File: src/rtl/core_alu_muldiv_pkg.sv
// Shared types and constants for the iterative RV32M/RV64M multiply/divide unit.
// Op indices address the internal 8-bit one-hot op vector.
package core_alu_muldiv_pkg;

    localparam int XLEN_DEF = 32;
    localparam int OP_W     = 8;

    localparam int OP_MUL    = 0;
    localparam int OP_MULH   = 1;
    localparam int OP_MULHSU = 2;
    localparam int OP_MULHU  = 3;
    localparam int OP_DIV    = 4;
    localparam int OP_DIVU   = 5;
    localparam int OP_REM    = 6;
    localparam int OP_REMU   = 7;

    typedef enum logic [1:0] {
        ST_IDLE = 2'd0,
        ST_CALC = 2'd1,
        ST_FIX  = 2'd2,
        ST_FIN  = 2'd3
    } state_e;

    function automatic logic is_divrem(input logic [OP_W-1:0] op);
        return op[OP_DIV] | op[OP_DIVU] | op[OP_REM] | op[OP_REMU];
    endfunction

endpackage

File: src/rtl/core_alu_muldiv_if.sv
// Request/response bundle between the execute stage and the multiply/divide unit.
// START/KILL/op select/operands flow in; BUSY/DONE/RESULT flow back.
interface core_alu_muldiv_if #(
    parameter int XLEN = 32
);
    logic            start;
    logic            kill;
    logic            i_mul;
    logic            i_mulh;
    logic            i_mulhsu;
    logic            i_mulhu;
    logic            i_div;
    logic            i_divu;
    logic            i_rem;
    logic            i_remu;
    logic [XLEN-1:0] rs1;
    logic [XLEN-1:0] rs2;
    logic            busy;
    logic            done;
    logic [XLEN-1:0] result;

    modport master (
        output start, kill, i_mul, i_mulh, i_mulhsu, i_mulhu,
               i_div, i_divu, i_rem, i_remu, rs1, rs2,
        input  busy, done, result
    );

    modport slave (
        input  start, kill, i_mul, i_mulh, i_mulhsu, i_mulhu,
               i_div, i_divu, i_rem, i_remu, rs1, rs2,
        output busy, done, result
    );
endinterface

File: src/rtl/core_alu_muldiv_step.sv
// One combinational iteration: radix-2 shift-add (multiply) or non-restoring shift-subtract (divide).
// Divide mode leaves acc_o[0] clear; the caller merges q_bit_o into it.
module core_muldiv_step #(
    parameter int XLEN = 32
) (
    input  logic              div_mode_i,
    input  logic [2*XLEN+1:0] acc_i,
    input  logic [XLEN-1:0]   opnd_i,
    output logic [2*XLEN+1:0] acc_o,
    output logic              q_bit_o
);
    logic [XLEN:0]   mul_sum;
    logic [XLEN+1:0] rem;
    logic [XLEN+1:0] rem_sh;
    logic [XLEN+1:0] rem_new;
    logic [XLEN+1:0] dvs_ext;

    always_comb begin
        acc_o   = '0;
        q_bit_o = 1'b0;
        mul_sum = '0;
        rem     = acc_i[2*XLEN+1:XLEN];
        rem_sh  = '0;
        rem_new = '0;
        dvs_ext = {2'b00, opnd_i};
        if (!div_mode_i) begin
            // {carry, hi} accumulates the partial sum; lo shifts out the consumed multiplier bit
            mul_sum = {1'b0, acc_i[2*XLEN-1:XLEN]} + (acc_i[0] ? {1'b0, opnd_i} : {(XLEN+1){1'b0}});
            acc_o   = {2'b00, mul_sum, acc_i[XLEN-1:1]};
        end else begin
            // The partial remainder may go negative; its sign picks add or subtract next step
            rem_sh  = {rem[XLEN:0], acc_i[XLEN-1]};
            rem_new = rem[XLEN+1] ? (rem_sh + dvs_ext) : (rem_sh - dvs_ext);
            q_bit_o = ~rem_new[XLEN+1];
            acc_o   = {rem_new, acc_i[XLEN-2:0], 1'b0};
        end
    end
endmodule

File: src/rtl/core_alu_muldiv.sv
// Multi-cycle RV32M/RV64M multiply/divide: XLEN+2 cycles normal, 1 cycle for div special cases/invalid ops.
// Pipeline stalls on BUSY; START is ignored while busy; KILL aborts any non-idle state with no DONE.
module core_alu_muldiv
    import core_alu_muldiv_pkg::*;
#(
    parameter int XLEN = XLEN_DEF
) (
    input logic              clk,
    input logic              rst_n,
    core_alu_muldiv_if.slave bus
);
    localparam int CNT_W = $clog2(XLEN) + 1;
    localparam int ACC_W = 2 * XLEN + 2;
    localparam logic [XLEN-1:0] MOST_NEG = {1'b1, {(XLEN-1){1'b0}}};

    state_e            state_q, state_d;
    logic [OP_W-1:0]   op_q, op_d;
    logic [ACC_W-1:0]  acc_q, acc_d;
    logic [XLEN-1:0]   opnd_q, opnd_d;
    logic [CNT_W-1:0]  cnt_q, cnt_d;
    logic              neg1_q, neg1_d;
    logic              neg2_q, neg2_d;
    logic [XLEN-1:0]   fin_q, fin_d;
    logic [XLEN-1:0]   res_q, res_d;
    logic              busy_q, busy_d;
    logic              done_q, done_d;

    logic [OP_W-1:0]   req_op;
    logic              req_valid;
    logic              req_sgn1, req_sgn2;
    logic              req_neg1, req_neg2;
    logic [XLEN-1:0]   req_abs1, req_abs2;
    logic              req_div0, req_ovf;
    logic [XLEN-1:0]   req_special;

    logic [ACC_W-1:0]  step_acc;
    logic              step_q;

    logic [2*XLEN-1:0] prod_fix;
    logic [XLEN-1:0]   quo_fix;
    logic [XLEN-1:0]   rem_lo;
    logic [XLEN-1:0]   rem_fix;
    logic [XLEN-1:0]   out_sel;

    assign req_op = {bus.i_remu, bus.i_rem, bus.i_divu, bus.i_div,
                     bus.i_mulhu, bus.i_mulhsu, bus.i_mulh, bus.i_mul};

    always_comb begin
        req_valid   = $onehot(req_op);
        req_sgn1    = req_op[OP_MUL] | req_op[OP_MULH] | req_op[OP_MULHSU] | req_op[OP_DIV] | req_op[OP_REM];
        req_sgn2    = req_op[OP_MUL] | req_op[OP_MULH] | req_op[OP_DIV] | req_op[OP_REM];
        req_neg1    = req_sgn1 & bus.rs1[XLEN-1];
        req_neg2    = req_sgn2 & bus.rs2[XLEN-1];
        req_abs1    = req_neg1 ? -bus.rs1 : bus.rs1;
        req_abs2    = req_neg2 ? -bus.rs2 : bus.rs2;
        req_div0    = is_divrem(req_op) & (bus.rs2 == '0);
        req_ovf     = (req_op[OP_DIV] | req_op[OP_REM]) & (bus.rs1 == MOST_NEG) & (bus.rs2 == '1);
        req_special = '0;
        if (req_div0) begin
            req_special = (req_op[OP_DIV] | req_op[OP_DIVU]) ? '1 : bus.rs1;
        end else if (req_ovf) begin
            req_special = req_op[OP_DIV] ? bus.rs1 : '0;
        end
    end

    core_muldiv_step #(
        .XLEN (XLEN)
    ) u_step (
        .div_mode_i (is_divrem(op_q)),
        .acc_i      (acc_q),
        .opnd_i     (opnd_q),
        .acc_o      (step_acc),
        .q_bit_o    (step_q)
    );

    // Non-restoring division can end with a negative remainder; one add of the divisor corrects it
    always_comb begin
        prod_fix = (neg1_q ^ neg2_q) ? -acc_q[2*XLEN-1:0] : acc_q[2*XLEN-1:0];
        quo_fix  = (neg1_q ^ neg2_q) ? -acc_q[XLEN-1:0] : acc_q[XLEN-1:0];
        rem_lo   = acc_q[ACC_W-1] ? (acc_q[2*XLEN-1:XLEN] + opnd_q) : acc_q[2*XLEN-1:XLEN];
        rem_fix  = neg1_q ? -rem_lo : rem_lo;
        out_sel  = '0;
        if (op_q[OP_MUL]) begin
            out_sel = prod_fix[XLEN-1:0];
        end else if (op_q[OP_MULH] | op_q[OP_MULHSU] | op_q[OP_MULHU]) begin
            out_sel = prod_fix[2*XLEN-1:XLEN];
        end else if (op_q[OP_DIV] | op_q[OP_DIVU]) begin
            out_sel = quo_fix;
        end else if (op_q[OP_REM] | op_q[OP_REMU]) begin
            out_sel = rem_fix;
        end
    end

    always_comb begin
        state_d = state_q;
        op_d    = op_q;
        acc_d   = acc_q;
        opnd_d  = opnd_q;
        cnt_d   = cnt_q;
        neg1_d  = neg1_q;
        neg2_d  = neg2_q;
        fin_d   = fin_q;
        res_d   = res_q;
        busy_d  = busy_q;
        done_d  = 1'b0;

        unique case (state_q)
            ST_IDLE: begin
                if (bus.start) begin
                    op_d    = req_op;
                    acc_d   = {{(XLEN+2){1'b0}}, req_abs1};
                    opnd_d  = req_abs2;
                    neg1_d  = req_neg1;
                    neg2_d  = req_neg2;
                    cnt_d   = CNT_W'(XLEN);
                    busy_d  = 1'b1;
                    if (!req_valid) begin
                        fin_d   = '0;
                        state_d = ST_FIN;
                    end else if (req_div0 | req_ovf) begin
                        fin_d   = req_special;
                        state_d = ST_FIN;
                    end else begin
                        state_d = ST_CALC;
                    end
                end
            end
            ST_CALC: begin
                acc_d = step_acc | {{(ACC_W-1){1'b0}}, step_q};
                cnt_d = cnt_q - 1'b1;
                if (cnt_q == CNT_W'(1)) begin
                    state_d = ST_FIX;
                end
            end
            ST_FIX: begin
                fin_d   = out_sel;
                state_d = ST_FIN;
            end
            ST_FIN: begin
                res_d   = fin_q;
                done_d  = 1'b1;
                busy_d  = 1'b0;
                state_d = ST_IDLE;
            end
            default: state_d = ST_IDLE;
        endcase

        // Flush wins over everything, including the final result write
        if (bus.kill && (state_q != ST_IDLE)) begin
            state_d = ST_IDLE;
            busy_d  = 1'b0;
            done_d  = 1'b0;
            res_d   = res_q;
        end
    end

    always_ff @(posedge clk or negedge rst_n) begin
        if (!rst_n) begin
            state_q <= ST_IDLE;
            op_q    <= '0;
            acc_q   <= '0;
            opnd_q  <= '0;
            cnt_q   <= '0;
            neg1_q  <= 1'b0;
            neg2_q  <= 1'b0;
            fin_q   <= '0;
            res_q   <= '0;
            busy_q  <= 1'b0;
            done_q  <= 1'b0;
        end else begin
            state_q <= state_d;
            op_q    <= op_d;
            acc_q   <= acc_d;
            opnd_q  <= opnd_d;
            cnt_q   <= cnt_d;
            neg1_q  <= neg1_d;
            neg2_q  <= neg2_d;
            fin_q   <= fin_d;
            res_q   <= res_d;
            busy_q  <= busy_d;
            done_q  <= done_d;
        end
    end

    assign bus.busy   = busy_q;
    assign bus.done   = done_q;
    assign bus.result = res_q;

endmodule

File: src/flat_wrapper.sv
// flat-port wrapper written by rule: the top's interface ports become plain ports
module core_alu_muldiv_flat import core_alu_muldiv_pkg::*;
#(
    parameter int XLEN = XLEN_DEF
)
  (clk, rst_n, bus_start, bus_kill, bus_i_mul, bus_i_mulh, bus_i_mulhsu, bus_i_mulhu, bus_i_div, bus_i_divu, bus_i_rem, bus_i_remu, bus_rs1, bus_rs2, bus_busy, bus_done, bus_result);
  core_alu_muldiv_if #(.XLEN(XLEN)) bus_i ();
  input logic clk;
  input logic rst_n;
  input wire logic [$bits(bus_i.start)-1:0] bus_start;
  input wire logic [$bits(bus_i.kill)-1:0] bus_kill;
  input wire logic [$bits(bus_i.i_mul)-1:0] bus_i_mul;
  input wire logic [$bits(bus_i.i_mulh)-1:0] bus_i_mulh;
  input wire logic [$bits(bus_i.i_mulhsu)-1:0] bus_i_mulhsu;
  input wire logic [$bits(bus_i.i_mulhu)-1:0] bus_i_mulhu;
  input wire logic [$bits(bus_i.i_div)-1:0] bus_i_div;
  input wire logic [$bits(bus_i.i_divu)-1:0] bus_i_divu;
  input wire logic [$bits(bus_i.i_rem)-1:0] bus_i_rem;
  input wire logic [$bits(bus_i.i_remu)-1:0] bus_i_remu;
  input wire logic [$bits(bus_i.rs1)-1:0] bus_rs1;
  input wire logic [$bits(bus_i.rs2)-1:0] bus_rs2;
  output wire logic [$bits(bus_i.busy)-1:0] bus_busy;
  output wire logic [$bits(bus_i.done)-1:0] bus_done;
  output wire logic [$bits(bus_i.result)-1:0] bus_result;
  assign bus_i.start = bus_start;
  assign bus_i.kill = bus_kill;
  assign bus_i.i_mul = bus_i_mul;
  assign bus_i.i_mulh = bus_i_mulh;
  assign bus_i.i_mulhsu = bus_i_mulhsu;
  assign bus_i.i_mulhu = bus_i_mulhu;
  assign bus_i.i_div = bus_i_div;
  assign bus_i.i_divu = bus_i_divu;
  assign bus_i.i_rem = bus_i_rem;
  assign bus_i.i_remu = bus_i_remu;
  assign bus_i.rs1 = bus_rs1;
  assign bus_i.rs2 = bus_rs2;
  assign bus_busy = bus_i.busy;
  assign bus_done = bus_i.done;
  assign bus_result = bus_i.result;
  core_alu_muldiv #(.XLEN(XLEN)) u_core (.clk(clk), .rst_n(rst_n), .bus(bus_i));
endmodule
File: config.mk
export PLATFORM = sky130hd
export DESIGN_NAME = core_alu_muldiv_flat
export DESIGN_NICKNAME = d
export VERILOG_FILES = /design/src/rtl/core_alu_muldiv_pkg.sv /design/src/rtl/core_alu_muldiv_if.sv /design/src/rtl/core_alu_muldiv_step.sv /design/src/rtl/core_alu_muldiv.sv /design/src/flat_wrapper.sv
export SDC_FILE = /design/constraint.sdc
export NUM_CORES = 1
export LEC_CHECK = 0
export ABC_AREA = 1
export CAP_MARGIN = 40
export CELL_PAD_IN_SITES_DETAIL_PLACEMENT = 1
export CELL_PAD_IN_SITES_GLOBAL_PLACEMENT = 1
export CORE_MARGIN = 1.5
export CORE_UTILIZATION = 47
export DETAILED_ROUTE_END_ITERATION = 10
export GPL_TIMING_DRIVEN = 0
export HOLD_SLACK_MARGIN = 0.02
export PLACE_DENSITY_LB_ADDON = 0.12
export SYNTH_ARGS = -nofsm -noshare
export SYNTH_HDL_FRONTEND = slang
export SYNTH_SLANG_ARGS = --single-unit
File: constraint.sdc
create_clock -name clk -period 12.57 [get_ports clk]
set_clock_uncertainty 0.2 [all_clocks]
set_input_delay 2.514 -clock clk [delete_from_list [all_inputs] [get_ports clk]]
set_output_delay 2.514 -clock clk [all_outputs]
set_load 0.1 [all_outputs]
==> impl_metrics.py <==
metrics = {
    "yosys": {
        "share_of_the_yosys_chip_area_belonging_to_registers": 0.220,
        "yosys_most_used_dff": "sky130_fd_sc_hd__dfrtp_1",
        "syn_area_mm2": 0.0207,
        "post_synth.cell_area_avg_um2": 6.18,
        "netlist_instances": 3347,
        "synth_area_leaders": "sky130_fd_sc_hd__dfrtp_1, sky130_fd_sc_hd__nand2_1, sky130_fd_sc_hd__inv_1",
        "post-synth-top-area-cell": "sky130_fd_sc_hd__dfrtp_1",
        "ys_types": 65,
        "yosys.area.top_type_share": 0.220,
        "post_synth_edffs": 0,
        "synthesis.nets": 3546,
        "synth-warning-count": 0,
        "synth-async-reset-ratio": 1.00,
        "yosys_register_bits": 182,
    },
    "setup_path": {
        "critPathLaunchType": "input pin",
        "terminus_of_the_critical_flop_to_flop_path": "u_core.acc_q[65]$_DFFE_PN0P_",
        "required_ns": 12.79,
        "critPathSlowestCell": "sky130_fd_sc_hd__clkdlybuf4s50_1",
        "crit_path_cell_trace": "clkdlybuf4s50_1 -> inv_1 -> ha_1 -> inv_1 -> fa_1 -> inv_1 -> fa_1 -> ha_1 -> fa_1 -> nor4_1 -> clkdlybuf4s15_2 -> inv_1 -> nor2_1 -> clkbuf_1 -> a31oi_1 -> a21oi_1",
        "critical_path_class": "in2reg",
        "worstPathArrival_ns": 7.20,
        "crit_buf_inv": 7,
        "reg2reg_depth": 24,
        "reg_to_reg_slack_setup_ns": 6.35,
        "critPathMostFrequentCell": "sky130_fd_sc_hd__inv_1",
        "crit_fanout": 10,
        "worstSetupEndpointType": "flop",
        "critPathTopFamily": "adder cells",
        "crit-reg2reg-launch": "u_core.acc_q[65]$_DFFE_PN0P_",
        "max_stage_delay_ns": 0.59,
    },
    "timing": {
        "relSlewSlack": 0.386,
        "final_hold_vios": 0,
        "max_slew.worst_pin.slew_ns": 0.914,
        "period_minus_slack_ns": 6.98,
        "setup_total_negative_slack_ns": 0,
        "maxSlewViolCount": 0,
        "max_freq_mhz": 143,
        "worst_hold_check_slack_ns": 0.297,
        "rsz0062_at_grt": "false",
        "period_share": 0.555,
        "setup-violations-final": 0,
    },
    "min_path": {
        "hold_path_class": "reg2reg",
        "hold_path_end": "u_core.bus.result[6]$_DFFE_PN0P_",
        "hold_path_startpoint": "u_core.bus.result[6]$_DFFE_PN0P_",
        "instance_count_along_the_most_critical_hold_path": 2,
    },
    "placed_design": {
        "gp_congestion": 1.03,
        "dp.final_hpwl_um": 81400,
        "buffer_ports.inserted": 109,
    },
    "cts": {
        "holdBufCountCts": 0,
        "clock_tree.root_cell": "sky130_fd_sc_hd__clkbuf_16",
        "cts.repair.resized": 0,
        "cts.sink_count": 182,
        "ctsHtreeMaxLevel": 4,
        "postCtsSetupBuffers": 0,
        "cts_buffer_depth": 2,
        "cts_tree": "yes",
        "cts_buffers": 17,
        "clk_pin_slew_ns": 0.09,
        "clock_latency_of_the_later_clocked_register_in_the_worst_skew_pair_ns": 0.51,
    },
    "floorplanning": {
        "floorplan.die.height_um": 213,
        "start_util": 0.478,
        "chipWidth_um": 213,
        "pin_count": 110,
        "number_of_placement_rows": 76,
        "design.core.area_mm2": 0.0433,
        "die_area_mm2": 0.0453,
    },
    "layout": {
        "ff_latch_area_mm2": 0.00455,
        "finalCoreUtilization": 0.549,
        "drive_above_1_share": 0.0711,
        "fill_cell_count": 6058,
        "multi_input_comb_area_mm2": 0.0139,
        "layout-area-overhead-vs-synth_pct": 14.8,
        "nets_finish": 3716,
    },
    "global_route": {
        "number_of_global_route_vias_before_repair": 25440,
        "met2_usage": 0.673,
        "grt_pass1_wl_um": 150000,
        "grt.met1_usage": 0.574,
        "top_usage_layer": "met2",
        "grt_antenna_before_repair": 1,
        "largest_net_degree_at_the_start_of_global_routing": 105,
        "globalRouteOverflowTotal": 0,
        "global_route.usage.met3": 0.122,
        "global_route.usage.total": 0.445,
    },
    "routing": {
        "vias_per_cell": 6.14,
        "drt_iter0_drc": 2744,
        "drt_pre_antenna_iters": 8,
        "route.final.wire_length_um": 99800,
        "dr_total_vias": 25263,
        "ant_nets": 0,
        "wl_per_cell_um": 24.2,
        "drt_drc_violations_left": 0,
    },
    "flow_run": {
        "max_cap_violations": 0,
    },
    "run_status": {
        "outcome": "complete, no violations",
    },
}
-- how the worst max path moves through the flow --
| stage | start | endpoint | cells after the start |
|---|---|---|---|
| after global placement | rst_n | u_core.bus.result[29]$_DFFE_PN0P_ | 1 |
| after floorplan | bus_i_mulh | u_core.fin_q[2]$_DFFE_PN0P_ | 14 |
| after detailed placement | bus_i_mul | u_core.fin_q[24]$_DFFE_PN0P_ | 16 |
| final | bus_i_mulh | u_core.fin_q[24]$_DFFE_PN0P_ | 16 |
| after global routing | bus_i_mulh | u_core.fin_q[22]$_DFFE_PN0P_ | 16 |
| after CTS | bus_i_mulh | u_core.fin_q[24]$_DFFE_PN0P_ | 16 |
-- area by class of cell --
cell class              instances  area share
multi-input cells            2589       0.585
plain buffers                 120      0.0219
well taps                     585      0.0308
diodes                          1    0.000105
clock inverters                15     0.00775
inverters                     456      0.0721
flip-flops and latches        182       0.192
clock buffers                  17      0.0179
repair buffers                151      0.0722
-- logic make-up after synthesis --
logic type | Yosys count | share of synthesized area
simple gates | 1600 | 0.337
buf+inv | 576 | 0.108
flops | 182 | 0.220
xor+xnor | 139 | 0.0589
compound gates | 724 | 0.197
mux | 3 | 0.00163
fa+ha+maj | 123 | 0.0769
-- routing by layer --
layer / part of all wire / wire (um)
met2: 0.43 / 42700
met4: 0.060 / 5960
met1: 0.40 / 40300
met5: 0 / 0
met3: 0.11 / 10800
-- stage by stage --
step                      setup WS, ns  std cells  area (um2)
final                             5.59       4116       23700
after CTS                         5.68       4114       23700
after detailed placement          5.30       4082       23100
after global placement            1.26       4041       22500
after floorplan                   6.47       3347       20700
after global routing              5.41       4115       23700
-- cells in the mapped netlist (21+ instances only) --
library cell and instances:
sky130_fd_sc_hd__a31oi_1 85, sky130_fd_sc_hd__nand2_2 25, sky130_fd_sc_hd__nor2_1 316, sky130_fd_sc_hd__xor2_1 111
sky130_fd_sc_hd__xnor2_1 28, sky130_fd_sc_hd__nor4_1 21, sky130_fd_sc_hd__nor3_1 35, sky130_fd_sc_hd__o21ai_0 239
sky130_fd_sc_hd__ha_1 116, sky130_fd_sc_hd__dfrtp_1 182, sky130_fd_sc_hd__clkbuf_1 75, sky130_fd_sc_hd__inv_1 440
sky130_fd_sc_hd__o22ai_1 23, sky130_fd_sc_hd__nand4_1 26, sky130_fd_sc_hd__nand2_1 872, sky130_fd_sc_hd__o21ai_1 36
sky130_fd_sc_hd__nand3_1 204, sky130_fd_sc_hd__a21oi_1 232, sky130_fd_sc_hd__buf_2 26
-- sequential cells by signal, indices dropped and copies added (netlist names) --
name,cells
u_core.op_q,8
u_core.cnt_q,6
u_core.acc_q,66
u_core.neg2_q,1
u_core.fin_q,32
u_core.opnd_q,32
u_core.bus.busy,1
u_core.bus.result,32
u_core.bus.done,1
u_core.state_q,2
u_core.neg1_q,1
-- placed cells by master, fill, tap and decap left out, drive strengths merged, types with 4 or more instances in the layout --
cell type / count
nand2: 900
inv: 458
nor2: 341
o21ai: 285
a21oi: 238
nand3: 217
dfrtp: 182
ha: 116
xor2: 111
clkdlybuf4s50: 108
clkbuf: 92
buf: 86
a31oi: 85
nor3: 53
nand4: 29
xnor2: 28
o22ai: 23
or2: 23
nor4: 21
o211ai: 20
clkinv: 12
o21a: 11
a21o: 10
o31ai: 9
a22oi: 9
a21boi: 9
fa: 7
and2: 6
o21bai: 6
o2111ai: 5
a211oi: 4
nand3b: 4
-- tightest hold or removal path, stage by stage, from the launching register on --
cell	delay, ns
sky130_fd_sc_hd__dfrtp_1	0.35
sky130_fd_sc_hd__nand2_1	0.06
sky130_fd_sc_hd__o21ai_0	0.06
Power is not shown: default switching activity piles up to over one toggle a cycle in this logic, so the estimate is an artifact.
